`src/rtl/writeback_stage.sv`:
```
// writeback_stage: commits retiring results to the register file or data memory, sequencing MUL/DIV as two register writes.
module writeback_stage #(
    parameter int DATA_W = 8,
    parameter int REG_AW = 3,
    parameter int MEM_AW = 5,
    parameter logic [3:0] OPC_MUL   = 4'b0101,
    parameter logic [3:0] OPC_DIV   = 4'b0110,
    parameter logic [3:0] OPC_STORE = 4'b1001,
    parameter logic [3:0] OPC_CMP   = 4'b1010,
    parameter logic [3:0] OPC_NOP   = 4'b1111
) (
    input  logic                clk,
    input  logic                reset,
    input  logic                in_valid,
    output logic                in_ready,
    input  logic [3:0]          opcode,
    input  logic [REG_AW-1:0]   rd,
    input  logic [MEM_AW-1:0]   mem_addr,
    input  logic [2*DATA_W-1:0] result,
    input  logic                zero_flag,
    output logic                rf_we,
    output logic [REG_AW-1:0]   rf_waddr,
    output logic [DATA_W-1:0]   rf_wdata,
    output logic                mem_we,
    output logic [MEM_AW-1:0]   mem_waddr,
    output logic [DATA_W-1:0]   mem_wdata,
    output logic                flag_z,
    output logic [15:0]         retire_count
);
    localparam logic [2:0] IDLE = 3'd0, WR_LO = 3'd1, WR_HI = 3'd2, WR_MEM = 3'd3, FLAG = 3'd4;
    logic [2:0] state;
    logic md;
    logic [REG_AW-1:0] hi_addr;
    logic [DATA_W-1:0] hi_data;
    logic accept, done, is_md, is_store, is_cmp, is_nop;
    assign is_md    = opcode == OPC_MUL || opcode == OPC_DIV;
    assign is_store = opcode == OPC_STORE;
    assign is_cmp   = opcode == OPC_CMP;
    assign is_nop   = opcode == OPC_NOP;
    assign in_ready = reset & ~(state == WR_LO & md);
    assign accept   = in_valid & in_ready;
    assign done     = (state == WR_LO & ~md) | state == WR_HI | state == WR_MEM | state == FLAG;
    always_ff @(posedge clk or negedge reset) begin
        if (!reset) begin
            state <= IDLE;
            md <= 1'b0;
            hi_addr <= '0;
            hi_data <= '0;
            rf_we <= 1'b0;
            rf_waddr <= '0;
            rf_wdata <= '0;
            mem_we <= 1'b0;
            mem_waddr <= '0;
            mem_wdata <= '0;
            flag_z <= 1'b0;
            retire_count <= '0;
        end else begin
            rf_we <= 1'b0;
            mem_we <= 1'b0;
            if (done)
                retire_count <= retire_count + 16'd1;
            if (state == WR_LO && md) begin
                state <= WR_HI;
                rf_we <= 1'b1;
                rf_waddr <= hi_addr;
                rf_wdata <= hi_data;
            end else if (accept) begin
                // high byte and wrapped rd+1 held so execute may move on
                md <= is_md;
                hi_addr <= rd + 1'b1;
                hi_data <= result[2*DATA_W-1:DATA_W];
                if (!is_store && !is_nop)
                    flag_z <= zero_flag;
                state <= is_nop ? IDLE : is_store ? WR_MEM : is_cmp ? FLAG : WR_LO;
                if (is_store) begin
                    mem_we <= 1'b1;
                    mem_waddr <= mem_addr;
                    mem_wdata <= result[DATA_W-1:0];
                end else if (!is_nop && !is_cmp) begin
                    rf_we <= 1'b1;
                    rf_waddr <= rd;
                    rf_wdata <= result[DATA_W-1:0];
                end
            end else begin
                state <= IDLE;
            end
        end
    end
endmodule

```
`config.mk`:
```
export PLATFORM = sky130hd
export DESIGN_NAME = writeback_stage
export DESIGN_NICKNAME = d
export VERILOG_FILES = /design/src/rtl/writeback_stage.sv
export SDC_FILE = /design/constraint.sdc
export NUM_CORES = 1
export LEC_CHECK = 0
export ABC_CLOCK_PERIOD_IN_PS = 2320
export CAP_MARGIN = 15
export CELL_PAD_IN_SITES_DETAIL_PLACEMENT = 0
export CELL_PAD_IN_SITES_GLOBAL_PLACEMENT = 1
export CORE_MARGIN = 2
export CORE_UTILIZATION = 36
export DETAILED_ROUTE_END_ITERATION = 12
export GPL_TIMING_DRIVEN = 0
export PLACE_DENSITY = 0.83
export SYNTH_ARGS = -nofsm -noshare
export SYNTH_HDL_FRONTEND = slang
export SYNTH_SLANG_ARGS = --single-unit
```
`constraint.sdc`:
```
create_clock -name clk -period 2.32 [get_ports clk]
set_clock_uncertainty 0.15 [all_clocks]
set_input_delay 0.348 -clock clk [delete_from_list [all_inputs] [get_ports clk]]
set_output_delay 0.348 -clock clk [all_outputs]
set_load 0.01 [all_outputs]
```
Yosys cells after proc, flatten, opt, wreduce, memory -nomap -nowiden. Cells that the tools add are included.

Register bits: 58. Input port bits: 32. Word-level logic and storage cells: 67.

$add $sub $neg: 2. Equal/unequal tests: 10. Muxes and demuxes: 20. Bitwise logic cells: 10. Reductions and logical operators: 13.

Operators by type and width (number): $mux 8 (4); $mux 3 (9); $add 16x1->16 const B (1); $eq 4x4->1 const B (3); $reduce_and 3->1 (3); $eq 4x3->1 const B (2); $mux 1 (7); $eq 3x2->1 const B (2); $and 1x1->1 (4); $reduce_bool 2->1 (2); $add 3x1->3 const B (1); $eq 3x1->1 const B (1); $eq 3x3->1 const B (1); $logic_and 1x1->1 (3); $logic_not 1->1 (3); $not 1->1 (3); $or 1x1->1 (3); $ne 2x1->1 const B (1); $reduce_and 2->1 (1); $logic_or 1x1->1 (1).

Depth between registers and ports, before layout. Gate-level depths: netlist (run 1).

Depth in word-level cells: 7. Depth in mapped cells: 6. Depth with buffers taken out: 5.

Worst setup path after synthesis (run 1). No wires, ideal clock.

Path kind: register to register. From: register state[2]. To: register mem_waddr[4]. Setup time: 0.127 ns. Arrival time: 1.643 ns. Data required time: 2.043 ns. Path slack: 0.399 ns. Cell stages (with the launch flop): 6. Path buffers: 1. Clock period less this slack: 1.921 ns. Cell sequence: dfrtp_1 nand4bb_2 nand3_2 nor4b_4 buf_6 mux2_1.

Longest elaborated chain between the ends: 6. Elaborated cells between the ends (all ways): 8. Those cells by class: eq/ne: 1; bitwise: 5; reduce/logical: 2.

Ends and longest elaborated chain: start: declaration (line 31) `logic [2:0] state;`; start signal: assignment (line 74) `state <= is_nop ? IDLE : is_store ? WR_MEM : is_cmp ? FLAG : WR_LO;`; $eq 3x1->1 * (line 40, 62); $and 1x1->1 (line 40) `assign in_ready = reset & ~(state == WR_LO & md);`; $not 1->1 (line 40); $and 1x1->1 (line 40); $and 1x1->1 (line 41) `assign accept = in_valid & in_ready;`; $reduce_and 3->1 (no line) *; end signal: assignment (line 77) `mem_waddr <= mem_addr;`; end: declaration (line 25) `output logic [MEM_AW-1:0] mem_waddr,`.

Mark *: on every way between the ends. The rest lies on a longest branch, timed or not. A chain may end at the register's enable or synchronous reset.

Worst setup path after layout (run 1).
From: input reset. To: register hi_data[6].

Longest elaborated chain between the ends: 3.

Ends and longest elaborated chain: start: declaration (line 13) `input logic reset,`; $and 1x1->1 (line 40); $and 1x1->1 (line 41); $reduce_and 2->1 (no line); end signal: assignment (line 71) `hi_data <= result[2*DATA_W-1:DATA_W];`; end: declaration (line 34) `logic [DATA_W-1:0] hi_data;`.

Every way passes these cells.

==> results of run 1 <==
## final cells by class
class	count	area share
timing repair buffer	79	0.2165
clock inverter	3	0.004034
tap	99	0.03328
sequential	58	0.3906
inverter	2	0.002017
multi-input combinational	172	0.2975
buffer	13	0.01613
clock buffer	13	0.04000
## per-layer routing
metal	up-vias	GRT usage	routed length [um]
met5	-	0	0
met4	0	0.07463	85
met3	11	0.03786	296
met2	56	0.2734	3008
met1	1038	0.2185	2928
li1	1046	-	-
## worst max-delay path by stage
stage | start | to | slack [ns] | cells past startpoint
6_report | reset | hi_data[6] | 0.19 | 8
5_1_grt | reset | hi_data[5] | 0.02 | 8
4_1_cts | reset | in_ready | 0.02 | 5
3_5_place_dp | reset | mem_waddr[4] | -0.44 | 6
3_3_place_gp | reset | mem_wdata[6] | -2.48 | 5
2_1_floorplan | state[2] | mem_waddr[4] | 0.40 | 5
## cells in the final DEF (no fill, tap or decap), types with 9 or more instances in the layout
cell	netlist	final
dfrtp_1	58	56
nor2_1	15	15
nand2_1	38	38
xnor2_1	11	11
mux2_1	9	9
clkbuf_8	0	10
a21oi_1	20	20
o21ai_0	18	18
clkdlybuf4s50_1	0	71
a31oi_1	12	12
clkbuf_1	9	12
## what timing repair did
action                                  in CTS  in global routing
gates cloned                                 0                  0
buffers inserted                             1                  1
hold buffers                                 3                  0
endpoints found under the hold margin       21                  0
gates resized for setup                      3                  2
endpoints found under the setup margin       9                  3
pin swaps                                    1                  1
## flip-flops by register name (all words and copies together) (netlist names), 3 cells and up
name / count
rf_wdata: 8
hi_addr: 3
retire_count: 16
hi_data: 8
rf_waddr: 3
mem_wdata: 8
state: 3
mem_waddr: 5
## power groups by stage
stage / sequential [mW] / combinational [mW] / clock [mW]
floorplan: 1.38 / 0.255 / 0
global placement: 1.33 / 0.729 / 0
detailed placement: 1.34 / 0.748 / 0
CTS: 1.33 / 0.759 / 0.805
global route: 1.35 / 0.825 / 0.849
finish: 1.32 / 0.747 / 0.782
## critical path, cell delays in order
cell	delay, ns
dlygate4sd3_1	0.54
buf_4	0.15
buf_12	0.13
nand3_2	0.10
clkbuf_1	0.35
clkbuf_1	0.44
nand2_1	0.11
nand2_1	0.08
## logic make-up after synthesis
family	Yosys count	synth area share
AND/OR/NAND/NOR	77	0.1498
AO/OA/AOI/OAI	59	0.1316
flip-flops	58	0.5550
XOR/XNOR	19	0.06364
buffers and inverters	15	0.02584
multiplexers	15	0.06459
adder cells (fa/ha/maj)	2	0.009568
==> reports/metrics.cfg, run 1 <==
[placed_design]
dp_slack_ns=-0.4435
gp_congestion=0.7919
hpwlAfterDp_mm=4.540
port_buffers=73
place_inst=418
dpl_cell_area_sq_um=3485

[final_layout]
area_growth_pct=42.34
final_nets=369
layout.cells.non_filler=439
multi_input_area_sq_um=1107
drive_above_1_share=0.1000
diodes=0
postLayoutCoreUtil=0.5216
n_fill_cell=685
seqCellArea_sq_um=1454
design_area_sq_um=3722

[hold_path]
min_path_type=in -> reg
hp-start=opcode[2]
whs_path_depth=2
holdPathEnd=state[2]

[power]
swShare=0.2877
peakVddDrop_mv=0.3411
finalPower_mw=2.854
p_switching_mw=0.8209
clkPwrFrac=0.274
power_density_nw_per_um2=766.6
leakage_nw=1.627
power_frac_seq=0.464
power_frac_comb=0.262
p_int_mw=2.033

[drt]
dr.pass1.iters=4
wl_per_cell_um=14.39
vias=2151
remaining_drc_errors=0
routed_wl_mm=6.318
first_iter_violations=82
ant_nets=0
via_per_inst=4.900

[synthesis]
avgSynthCellArea_sq_um=10.67
yosysMostFrequentCell=dfrtp_1
synthCells=245
synth-seq-area-share=0.5550
netlist_top_cells_count=dfrtp_1 (58), nand2_1 (38), a21oi_1 (20), o21ai_0 (18), nor2_1 (15)
syn-num-nets=279
synth_edf_count=0
yosysWarnings=0
yosysUniqueCellTypes=38
syn-cell-area_sq_um=2615
ys_async_sr_fraction=1.000
synth_top_area_frac=0.5550
yosys.area.top_type=dfrtp_1
synth_area_leaders=dfrtp_1 (56%), nand2_1 (5.5%), mux2_1 (3.9%)
ys_seq_elements=58
synthFlopType=dfrtp_1

[critical_path]
r2r_cells=6
crit_fanout=10
r2r_slack_ns=0.25
worstSetupEndpointType=flop
arrival_ns=2.25
worst_r2r_endpoint=hi_data[6]
critical_path_class=in -> reg
worstPathRequired_ns=2.44
crit_path_start_kind=primary input
reg2reg_from=state[1]

[run_status]
status=complete, no violations

[timing]
max_freq_mhz=469.4
min_period_over_period=0.9182
hold_violations=0
final-setup-viol-count=0
rsz0062_at_grt=false
maxSlewViolCount=0
layout_min_cycle_time_ns=2.130
slew_headroom=0.3954
fin_tns_setup_ns=0
fin_ws_ns=0.1897
tightest_slew_ns=0.9039
fin_hold_ws_ns=0.1548

[die]
core-area_sq_um=7137
boundaryPins=76
rows=31
initial_core_util=0.3664
fp.dieW_um=89.23
die_height_um=89.23
dieArea_sq_um=7962

[run]
maxCapViolCount=0

[cts]
cts_buffer_depth=2
cts_buffers=9
cts.sinks=58
worstSkewPairLatency_ns=0.33
clockRootBuffer=clkbuf_8
cts_tree=done
clkSlewWorstSetupHoldPaths_ns=0.06
h-tree-depth=3

[global_route]
antenna_found_initial=0
grt_pass1_wl_mm=10.12
grt.overflow.total=0
grt_usage=0.1693
grt_max_degree=38
grt_pass1_vias=2113

Note: power is estimated with default switching activity, not from simulation.
==> run 2, diff against run 1 <==
--- a/config.mk
+++ b/config.mk
@@ -14,6 +14,7 @@
 export DETAILED_ROUTE_END_ITERATION = 12
 export GPL_TIMING_DRIVEN = 0
 export PLACE_DENSITY = 0.83
+export SKIP_CTS_REPAIR_TIMING = 1
 export SYNTH_ARGS = -nofsm -noshare
 export SYNTH_HDL_FRONTEND = slang
 export SYNTH_SLANG_ARGS = --single-unit
==> reports/metrics.cfg, run 2 (same netlist as run 1, synthesis figures left out) <==
[final_layout]
final_cell_mix=clkdlybuf4s50_1 (72), dfrtp_1 (56), nand2_1 (38)
n_fill_cell=678  ; -1.0%
design_area_sq_um=3767  ; +1.2%
multi_input_area_sq_um=1107  ; unchanged
area_growth_pct=44.07
top_register=retire_count
final_nets=371  ; +0.54%
postLayoutCoreUtil=0.5279  ; +0.006311
largest_reg_flops=16  ; unchanged
seqCellArea_sq_um=1454  ; unchanged
drive_above_1_share=0.1053  ; +0.005263
layout_commonest_cell=clkdlybuf4s50_1
diodes=0  ; unchanged

[cts]
worstSkewPairLatency_ns=0.33  ; about the same
cts_buffers=9  ; unchanged
cts_tree=done
clockRootBuffer=clkbuf_8
cts_buffer_depth=2  ; unchanged
clkSlewWorstSetupHoldPaths_ns=0.06  ; about the same
cts.sinks=58  ; unchanged
h-tree-depth=3  ; unchanged

[die]
boundaryPins=76  ; unchanged
rows=31  ; unchanged
dieArea_sq_um=7962  ; unchanged
die_height_um=89.23  ; unchanged
fp.dieW_um=89.23  ; unchanged
initial_core_util=0.3664  ; unchanged
core-area_sq_um=7137  ; unchanged

[run]
maxCapViolCount=0  ; unchanged

[power]
leakage_nw=1.639  ; +0.77%
finalPower_mw=2.866  ; +0.44%
power_frac_seq=0.462  ; -0.002
p_int_mw=2.040  ; +0.39%
peakVddDrop_mv=0.3398  ; -0.39%
power_frac_comb=0.264  ; +0.002
p_switching_mw=0.8257  ; +0.59%
power_density_nw_per_um2=760.8  ; -0.76%
swShare=0.2881  ; +0.0004027
clkPwrFrac=0.274  ; about the same

[critical_path]
worstPathRequired_ns=1.82  ; -0.62 ns
critical_path_class=reg -> out
max_stage_delay_ns=0.48  ; -0.06 ns
crit_fanout=8  ; -2
worstSetupEndpointType=output pin
crit_path_start_kind=flop
arrival_ns=1.75  ; -0.50 ns
r2r_cells=6  ; unchanged
crit_path_cell_trace=nand4bb_4, and2_1, clkdlybuf4s50_1
cp_slowest_cell=clkdlybuf4s50_1

[timing]
tightest_slew_ns=0.6343  ; -0.2696 ns
min_period_over_period=0.9682  ; +0.04995
maxSlewViolCount=0  ; unchanged
rsz0062_at_grt=false
hold_violations=0  ; unchanged
max_freq_mhz=445.2  ; -5.2%
layout_min_cycle_time_ns=2.246  ; +0.1159 ns
fin_tns_setup_ns=0  ; unchanged
final-setup-viol-count=0  ; unchanged
slew_headroom=0.5746  ; +0.1792

[global_route]
grt_pass1_wl_mm=10.03  ; -0.89%
antenna_found_initial=0  ; unchanged
grt_pass1_vias=2098  ; -0.71%
grt_max_degree=41  ; +7.9%
grt_usage=0.1672  ; -0.002133
grt.overflow.total=0  ; unchanged

[hold_path]
min_path_type=in -> reg
whs_path_depth=2  ; unchanged

[placed_design]
port_buffers=73  ; unchanged
hpwlAfterDp_mm=4.540  ; unchanged
gp_congestion=0.7919  ; unchanged
dpl_cell_area_sq_um=3485  ; unchanged

[drt]
vias=2173  ; +1.0%
first_iter_violations=76  ; -7.3%
via_per_inst=4.927  ; +0.56%
ant_nets=0  ; unchanged
wl_per_cell_um=14.41  ; about the same
dr.pass1.iters=4  ; unchanged
routed_wl_mm=6.353  ; +0.55%
remaining_drc_errors=0  ; unchanged

[run_status]
status=complete, no violations

[run 2: area by class of cell]
cell class	instances	share of cell area
inverter	2	0.001993
sequential	58	0.3859
tap	99	0.03288
multi-input combinational	172	0.2939
clock buffer	13	0.03952
buffer	13	0.01594
timing repair buffer	81	0.2258
clock inverter	3	0.003985
[run 2: per-stage QoR]
| stage | setup WS (ns) | std cells | hold WS, ns |
|---|---|---|---|
| detailed placement | -0.4435 | 418 | 0.1977 |
| CTS | -0.1006 | 434 | -0.1551 |
| global route | 0.01773 | 441 | 0.1648 |
| finish | 0.07384 | 441 | 0.1481 |
| global placement | -2.484 | 417 | 0.3073 |
| floorplan | 0.3992 | 245 | -0.09759 |
[run 2: worst paths after layout]
path | start | endpoint | slack, ns
max in group asynchronous | reset | rf_waddr[0] | 1.20
hold / removal | opcode[2] | state[2] | 0.15
setup / recovery | state[1] | in_ready | 0.07
setup reg to reg | state[1] | hi_data[6] | 0.25
min in group asynchronous | reset | retire_count[4] | 0.54
hold reg to reg | retire_count[15] | retire_count[15] | 0.32
[run 2: critical path: cells and delay by family, from the launching register on]
family | cells | cell delay (ns)
flops | 1 | 0.46
simple gates | 2 | 0.47
buf+inv | 1 | 0.48
[run 2: per-layer routing]
metal  routed length, um  global-route usage  up-vias
met5                   0                   0        -
met4                 104             0.07463        0
met3                 317             0.03786       10
met2                3057              0.2700       63
met1                2875              0.2150     1053
li1                    -                   -     1047
[run 2: power by group through the flow]
stage / registers, mW / logic [mW] / clock network, mW
after floorplan: 1.38 / 0.255 / 0
after global placement: 1.33 / 0.729 / 0
after detailed placement: 1.34 / 0.748 / 0
after CTS: 1.33 / 0.750 / 0.805
after global routing: 1.35 / 0.836 / 0.849
final: 1.33 / 0.756 / 0.784
